**src/rtl/psad_min_select.sv**
```systemverilog
// psad_min_select: tracks the minimum lane SAD over one block search
// (NUM_BATCHES beats of PIXELS_IN_BATCH packed SADs) at the end of the
// AD partial-SAD chain and presents the winner on a valid/ready port.
// Ports:
//   clk, rst_n (sync, active low)
//   psad_in/psad_valid/psad_last/psad_ready : beat input
//   result_valid/result_ready               : result handshake
//   best_sad/best_lane/best_batch           : winning candidate
//   frame_error : psad_last disagreed with the beat count this search
module psad_min_select #(
   parameter int PIXELS_IN_BATCH           = 16,
   parameter int INPUT_PSAD_BITS_PER_PIXEL = 11,
   parameter int NUM_BATCHES               = 4,
   parameter int LANE_W  =
      (PIXELS_IN_BATCH > 1) ? $clog2(PIXELS_IN_BATCH) : 1,
   parameter int BATCH_W =
      (NUM_BATCHES > 1) ? $clog2(NUM_BATCHES) : 1
) (
   input  logic clk,
   input  logic rst_n,
   input  logic [INPUT_PSAD_BITS_PER_PIXEL*PIXELS_IN_BATCH-1:0] psad_in,
   input  logic psad_valid,
   input  logic psad_last,
   output logic psad_ready,
   output logic result_valid,
   input  logic result_ready,
   output logic [INPUT_PSAD_BITS_PER_PIXEL-1:0] best_sad,
   output logic [LANE_W-1:0] best_lane,
   output logic [BATCH_W-1:0] best_batch,
   output logic frame_error
);

   localparam int W = INPUT_PSAD_BITS_PER_PIXEL;
   localparam logic [BATCH_W-1:0] LAST_CNT =
      BATCH_W'(NUM_BATCHES - 1);

   typedef enum logic [1:0] {
      ST_ACCUM = 2'd0,
      ST_DRAIN = 2'd1,
      ST_HOLD  = 2'd2
   } state_t;

   state_t state_q, state_d;

   logic accept;
   logic beat_final;

   logic [BATCH_W-1:0] cnt_q, cnt_d;
   logic err_q, err_d;

   logic [W-1:0]      comb_min;
   logic [LANE_W-1:0] comb_idx;

   logic [W-1:0]       lane_min_q, lane_min_d;
   logic [LANE_W-1:0]  lane_idx_q, lane_idx_d;
   logic [BATCH_W-1:0] batch_idx_q, batch_idx_d;
   logic s1_valid_q, s1_valid_d;
   logic s1_final_q, s1_final_d;
   logic s1_first_q, s1_first_d;

   logic [W-1:0]       run_min_q, run_min_d;
   logic [LANE_W-1:0]  run_lane_q, run_lane_d;
   logic [BATCH_W-1:0] run_batch_q, run_batch_d;
   // final beat has been folded into the running minimum
   logic s2_done_q, s2_done_d;

   // ---------------- FSM: state register
   always_ff @(posedge clk) begin
      if (!rst_n) state_q <= ST_ACCUM;
      else        state_q <= state_d;
   end

   // ---------------- FSM: next state
   always_comb begin
      state_d = state_q;
      unique case (state_q)
         ST_ACCUM: if (accept && beat_final) state_d = ST_DRAIN;
         ST_DRAIN: if (s2_done_q)            state_d = ST_HOLD;
         ST_HOLD:  if (result_ready)         state_d = ST_ACCUM;
         default:                            state_d = ST_ACCUM;
      endcase
   end

   // ---------------- FSM: outputs
   always_comb begin
      psad_ready   = (state_q == ST_ACCUM);
      result_valid = (state_q == ST_HOLD);
   end

   assign accept     = psad_valid && psad_ready;
   assign beat_final = (cnt_q == LAST_CNT);

   // Lane minimum; strict compare while scanning upward keeps
   // the lowest lane on ties.
   always_comb begin
      comb_min = psad_in[W-1:0];
      comb_idx = '0;
      for (int i = 1; i < PIXELS_IN_BATCH; i++) begin
         if (psad_in[i*W +: W] < comb_min) begin
            comb_min = psad_in[i*W +: W];
            comb_idx = LANE_W'(i);
         end
      end
   end

   // ---------------- datapath next-state
   always_comb begin
      cnt_d       = cnt_q;
      err_d       = err_q;
      lane_min_d  = lane_min_q;
      lane_idx_d  = lane_idx_q;
      batch_idx_d = batch_idx_q;
      s1_valid_d  = accept;
      s1_final_d  = s1_final_q;
      s1_first_d  = s1_first_q;
      run_min_d   = run_min_q;
      run_lane_d  = run_lane_q;
      run_batch_d = run_batch_q;
      s2_done_d   = s1_valid_q && s1_final_q;

      if (accept) begin
         cnt_d       = beat_final ? '0 : cnt_q + 1'b1;
         lane_min_d  = comb_min;
         lane_idx_d  = comb_idx;
         batch_idx_d = cnt_q;
         s1_final_d  = beat_final;
         s1_first_d  = (cnt_q == '0);
         // first beat of a search drops the previous error
         err_d = ((cnt_q == '0) ? 1'b0 : err_q)
               | (psad_last != beat_final);
      end

      // strict compare: ties keep the earlier batch
      if (s1_valid_q &&
          (s1_first_q || (lane_min_q < run_min_q))) begin
         run_min_d   = lane_min_q;
         run_lane_d  = lane_idx_q;
         run_batch_d = batch_idx_q;
      end
   end

   // ---------------- datapath registers
   always_ff @(posedge clk) begin
      if (!rst_n) begin
         cnt_q       <= '0;
         err_q       <= 1'b0;
         lane_min_q  <= '0;
         lane_idx_q  <= '0;
         batch_idx_q <= '0;
         s1_valid_q  <= 1'b0;
         s1_final_q  <= 1'b0;
         s1_first_q  <= 1'b0;
         run_min_q   <= '0;
         run_lane_q  <= '0;
         run_batch_q <= '0;
         s2_done_q   <= 1'b0;
      end else begin
         cnt_q       <= cnt_d;
         err_q       <= err_d;
         lane_min_q  <= lane_min_d;
         lane_idx_q  <= lane_idx_d;
         batch_idx_q <= batch_idx_d;
         s1_valid_q  <= s1_valid_d;
         s1_final_q  <= s1_final_d;
         s1_first_q  <= s1_first_d;
         run_min_q   <= run_min_d;
         run_lane_q  <= run_lane_d;
         run_batch_q <= run_batch_d;
         s2_done_q   <= s2_done_d;
      end
   end

   assign best_sad    = run_min_q;
   assign best_lane   = run_lane_q;
   assign best_batch  = run_batch_q;
   assign frame_error = err_q;

endmodule

```
**config.mk**
```make
export PLATFORM = sky130hd
export DESIGN_NAME = psad_min_select
export DESIGN_NICKNAME = d
export VERILOG_FILES = /design/src/rtl/psad_min_select.sv
export SDC_FILE = /design/constraint.sdc
export NUM_CORES = 1
export LEC_CHECK = 0
export ABC_AREA = 0
export ABC_CLOCK_PERIOD_IN_PS = 44300
export CAP_MARGIN = 20
export CORE_MARGIN = 2
export CORE_UTILIZATION = 40
export CTS_CLUSTER_DIAMETER = 40
export CTS_CLUSTER_SIZE = 10
export DETAILED_ROUTE_END_ITERATION = 12
export GPL_TIMING_DRIVEN = 0
export PLACE_DENSITY_LB_ADDON = 0.12
export SYNTH_ARGS = -nofsm -noshare
export SYNTH_HDL_FRONTEND = slang
export SYNTH_SLANG_ARGS = --single-unit
```
**constraint.sdc**
```tcl
create_clock -name clk -period 44.3 [get_ports clk]
set_clock_uncertainty 0.2 [all_clocks]
set_input_delay 4.43 -clock clk [delete_from_list [all_inputs] [get_ports clk]]
set_output_delay 4.43 -clock clk [all_outputs]
set_load 0.02 [all_outputs]
```
==> impl_results.md, run 1 <==
* Post-synth top area cell: ha_1
* Arrival @ worst endpoint at 41.27 ns
* Post-synth EDFFs at 0
* Hold Crit Class: flip-flop to flip-flop
* Max-slew violation count at 0
* Synthesis warning total at 0
* Deepest clock path buffer count at 2
* Finished Cell Area at 11920 um2
* Setup-failing EPs final at 0
* Boundary Pins at 201
* Register area share after synthesis at 0.09232
* H-tree depth at 2
* Cell variety after synth at slightly above 90
* Core area at 22780 um2
* Worst-path clk slew at 0.06 ns
* Final weighted congestion in routability-driven placement at 0.9231
* DRC Markers at 0
* Syn Area/Cell at 7.525 um2
* Total Routed Length at 29880 um
* Fmax achieved at 0.02423 GHz
* Clock buffer count from CTS at 5
* Worst setup EP type: flip-flop
* Top_reg_cell synth: dfxtp_1
* Setup_tns at 0 ns
* Critical path's most frequent cell: a21oi_1
* Non-Filler Instances at about 1800
* Clock Sinks at 43
* Multiplexer share of the synthesized area at 0.08011
* Detailed Routing Iterations Pass 1 at 5
* Largest family of logic cells by synthesized area: compound AO/OA/AOI/OAI gates
* Synth Area in Adders at 0.2034
* Setup CP Type: input port to flip-flop
* Largest cells by area after synthesis: ha_1 20%, dfxtp_1 9.2%, a21oi_1 5.5%, inv_1 4.7%, mux2_2 4.0%
* Status: finished clean
* Mapped Cells at approximately 1200
* Critical Path Start Type: input port
* Vias in the first global route at around 9500
* First-pass GRT wire length at 47400 um
* Die H at 156.7 um
* DP Area at 11710 um2
* FP Rows at 55
* Maxcap violations at 0
* P&R area growth vs syn at 27.87%
* Total gr overflow at 0
* Slowest CP cell: o41a_1
* Pin count of the biggest net entering global routing at 15
* Detail Route Antenna Nets at 0
* Post-Synth XOR/XNOR Area at 0.006575
* Worst path required time at 44.30 ns
* TritonCTS clock tree: yes
* CP peak stage delay at ~0.51 ns
* Vias/cell at 5.649
* Fin. Hold Viols at 0
* Post-synthesis async set-or-reset flop share at 0
* Chip width at 156.7 um
* Post-layout minimum cycle time at 41.27 ns
* Initial Utilization at 0.4093
* CTS hold repair buffers at 0
* Vias after detailed routing at 9943
* Antenna diodes at 0
* Slew HR at 0.4049
* Worst-Skew Late Latency at between 0.2 and 0.3 ns
* DPL Wire Length at 25680 um
* Syn Nets at 1570
* Total track usage at 0.2372
* Hold_ws at between 0.2 and 0.3 ns
* DP Cell Count at 1751
* Top cell type's share of synthesized area at 0.2013
* Max FO, Critical Path at 10
* Compound-Gate Fraction of Synth Area at 0.3678
* Post-Syn Area at 9324 um2
* DIE AREA at 24550 um2
* Nets at 1777
* Final period util at 0.9315
* Root Buffer: clkbuf_16
* Filler cells at around 2300
* Seq cells post-synth at 43
* Synth Area in Simple Gates at 0.1828
* Layout cells sized above 1 at 0.09191
* DRT iter0 DRCs at 383
* Drt wl/cell at 16.97 um
* Worst slew pin tran at 0.8885 ns
* Initial antenna violation count at 0
* IO Port Bufs at 199
critical path, delay by kind of cell:
| family | cells | cell delay (ns) |
|---|---|---|
| AND/OR/NAND/NOR | 36 | 5.46 |
| multiplexers | 7 | 2.20 |
| buffers and inverters | 29 | 6.04 |
| AO/OA/AOI/OAI | 92 | 18.09 |
| adder cells (fa/ha/maj) | 17 | 4.99 |
layer usage:
metal,vias to the layer above,routed length [um],global-route usage
met1,4603,13940,0.3179
li1,5061,-,-
met2,248,14080,0.4122
met4,0,507,0.05068
met3,31,1346,0.02215
met5,-,0,0
Yosys cell counts (20+ instances only):
master,count
ha_1,150
a21oi_1,103
nand2_1,81
dfxtp_1,43
inv_1,117
a21boi_0,23
mux2_2,33
a21o_1,49
o21a_1,20
nand3_1,53
o21ai_1,35
clkbuf_1,22
mux2i_1,36
o21ai_0,62
nor2_1,67
nor2b_1,31
flip-flops by register name, summed over array words and instances, names as in the netlist:
name,flops
batch_idx_q,2
best_batch,2
best_lane,4
best_sad,11
cnt_q,2
frame_error,1
lane_idx_q,4
lane_min_q,11
s1_final_q,1
s1_first_q,1
s1_valid_q,1
s2_done_q,1
state_q,2
cell usage in the layout, fill, tap and decap left out, types with 13 or more instances in the layout:
cell / Yosys / final
a21oi_1: 103 / 102
buf_2: 15 / 15
o21ai_1: 35 / 35
a21o_1: 49 / 49
o21bai_1: 13 / 13
nor2b_1: 31 / 31
nor2_1: 67 / 67
clkbuf_1: 22 / 17
a21boi_0: 23 / 22
nand3_1: 53 / 53
o211ai_1: 19 / 19
inv_1: 117 / 117
dfxtp_1: 43 / 43
nand4_1: 18 / 18
mux2i_1: 36 / 36
clkdlybuf4s50_1: 0 / 199
ha_1: 150 / 150
o21a_1: 20 / 20
a31oi_1: 14 / 14
mux2_2: 33 / 33
a221o_1: 13 / 13
nand2_1: 81 / 81
o21ai_0: 62 / 61
per-stage QoR:
stage	utilization	setup slack [ns]
after floorplan	-	7.628
after global placement	0.5140	0.7801
after detailed placement	0.5140	0.5864
after CTS	0.5208	0.8161
after global routing	0.5234	-0.04930
final	0.5234	3.033
logic make-up after synthesis:
family                     Yosys count
buffers and inverters              159
xor gates and xnor gates             7
adders and majority gates          152
DFF                                 43
and+or+nand+nor                    329
AOI/OAI and AO/OA                  479
muxes                               70
final cells by class:
class                      instances  area [um2]  area share
buffer                            41       187.7     0.01574
clock buffer                       6       138.9     0.01165
clock inverter                     2       16.27    0.001364
inverter                         117       439.2     0.03683
multi-input combinational       1037        7881      0.6610
sequential                        43       860.8     0.07220
tap                              313       391.6     0.03285
timing repair buffer             201        2007      0.1683
repair_timing:
action | in CTS | in global routing
setup buffers | 0 | 2
resized for setup | 0 | 18
setup endpoints to repair | 0 | 15
path summary, 6_finish.rpt:
path                                       to  cells after the start   startpoint  slack (ns)
worst max register to register    best_sad[1]                     19  best_sad[1]       40.72
worst min-delay path               s1_final_q                      2   s1_final_q        0.27
worst max-delay path            lane_min_q[8]                    181   psad_in[2]        3.03
worst min register to register     s1_final_q                      2   s1_final_q        0.27
Power of run 1 is not shown: default switching activity piles up to over one toggle a cycle in this logic, so the estimate is an artifact.
==> inputs of run 2 (changes only) <==
Settings changed: ABC_CLOCK_PERIOD_IN_PS 44300 to 47300, CAP_MARGIN 20 to unset.
Clock period 44.3 ns to 47.3 ns, I/O delays scaled along.
==> run 2 against run 1 <==
Effect of this change: core utilization is 0.21 points lower; critical endpoint unchanged; critical path type unchanged; die area did not move; via count fell by 0.39%; highest routed layer unchanged; first-iteration DRC count fell by 1.8%; register-to-register slack better by 3.0 ns; global-route usage is the same; setup slack gained 0.47 ns; cell count about the same; largest cell class unchanged; design area fell by 0.41%; critical path depth is the same; worst hold slack barely moved; non-clock buffer count decreased by 1.
==> impl_results.md, run 2 (synthesis results as in run 1) <==
* Status: finished clean
* Core area at between 20000 and 25000 um2
* Worst-path clk slew at about 0.06 ns
* Drt wl/cell at between 15 and 20 um
* Vias after detailed routing at just under 10000
* DP Cell Count at 1751
* Worst slew pin tran at roughly 0.9 ns
* Worst-Skew Late Latency at about 0.28 ns
* Non-Filler Instances at 1759
* Critical path buffer and inverter count at 30
* DRT iter0 DRCs at around 380
* CTS hold repair buffers at 0
* Total gr overflow at 0
* H-tree depth at 2
* Hold_ws at ~0.27 ns
* Critical path's most frequent cell: a21oi_1
* Setup_tns at 0 ns
* Total track usage at 0.2372
* Die H at ~160 um
* Max FO, Critical Path at 10
* TritonCTS clock tree: yes
* Chip width at 156.7 um
* Maxcap violations at 0
* Pin count of the biggest net entering global routing at 15
* Deepest clock path buffer count at 2
* Final weighted congestion in routability-driven placement at 0.9231
* Commonest cells after routing, fill and taps aside: 199 x clkdlybuf4s50_1, 150 x ha_1, 117 x inv_1
* Fmax achieved at 0.02283 GHz
* Most common cell after layout, fill and taps aside: clkdlybuf4s50_1
* Max-slew violation count at 0
* Layout cells sized above 1 at 0.08575
* Antenna diodes at 0
* Setup-failing EPs final at 0
* Critical Path Start Type: input port
* DPL Wire Length at 25680 um
* Post-layout minimum cycle time at 43.80 ns
* Nets at 1776
* P&R area growth vs syn at 27.35%
* Fin. Hold Viols at 0
* Clock Sinks at 43
* Boundary Pins at 201
* Detailed Routing Iterations Pass 1 at 5
* Top delay family on crit path: compound AO/OA/AOI/OAI gates
* Setup CP Type: input port to flip-flop
* CP peak stage delay at 0.54 ns
* Hold Crit Class: flip-flop to flip-flop
* First-pass GRT wire length at between 40000 and 50000 um
* IO Port Bufs at 199
* Worst setup EP type: flip-flop
* Vias in the first global route at 9510
* Unrepaired setup endpoints after global routing: no
* Slew HR at 0.3879
* Worst path required time at 47.30 ns
* DIE AREA at between 20000 and 25000 um2
* Clock buffer count from CTS at 5
* Slowest CP cell: clkbuf_1
* Detail Route Antenna Nets at 0
* Root Buffer: clkbuf_16
* Initial Utilization at 0.4093
* FP Rows at 55
* Total Routed Length at 29820 um
* Initial antenna violation count at 0
* Arrival @ worst endpoint at 43.80 ns
* DRC Markers at 0
* Filler cells at 2259
* Final period util at 0.9260
* Vias/cell at 5.630
==> run 2: repair_timing <==
item,CTS,global route
resized for setup,0,2
buffers inserted,0,0
endpoints found under the setup margin,0,10
endpoints found under the hold margin,0,0
==> run 2: worst paths after layout <==
| kind | to | depth (start not counted) | slack, ns | start |
|---|---|---|---|---|
| worst max-delay path | lane_min_q[8] | 181 | 3.50 | psad_in[2] |
| worst min-delay path | s1_final_q | 2 | 0.27 | s1_final_q |
| worst max register to register | best_sad[1] | 19 | 43.73 | best_sad[1] |
| worst min register to register | s1_final_q | 2 | 0.27 | s1_final_q |
==> run 2: stage by stage <==
step,instance area [um2],setup slack [ns],utilization
after floorplan,9324,10.33,-
after global placement,11710,3.480,0.5140
after detailed placement,11710,3.286,0.5140
after CTS,11860,3.516,0.5208
after global routing,11870,0.1510,0.5213
final,11870,3.501,0.5213
==> run 2: worst register-to-register path: cells and delay by family, from the launching register on <==
| family | cells | cell delay, ns |
|---|---|---|
| muxes | 1 | 0.26 |
| adders and majority gates | 1 | 0.28 |
| and+or+nand+nor | 5 | 0.32 |
| buffers and inverters | 3 | 0.73 |
| DFF | 1 | 0.35 |
| AOI/OAI and AO/OA | 9 | 1.36 |
==> run 2: final cells by class <==
| class | instances | area, um2 | share of cell area |
|---|---|---|---|
| buffer | 42 | 185.2 | 0.01560 |
| clock buffer | 6 | 138.9 | 0.01170 |
| clock inverter | 2 | 16.27 | 0.001370 |
| inverter | 117 | 439.2 | 0.03699 |
| multi-input combinational | 1037 | 7850 | 0.6611 |
| sequential | 43 | 860.8 | 0.07250 |
| tap | 313 | 391.6 | 0.03298 |
| timing repair buffer | 199 | 1992 | 0.1678 |
==> run 2: metal layers <==
layer  vias up  wire (um)  GRT usage
li1       5061          -          -
met3        33       1274    0.02215
met2       237      13940     0.4122
met5         -          0          0
met4         0        540    0.05068
met1      4573      14070     0.3179
Power of run 2 is left out for the same reason.
==> inputs of run 3 (changes only) <==
Settings changed: CTS_CLUSTER_SIZE 10 to 40.
==> results of run 3 <==
Same layout as run 2: the final DEF is identical, and so are final timing and power.
Power of run 3 is left out for the same reason.
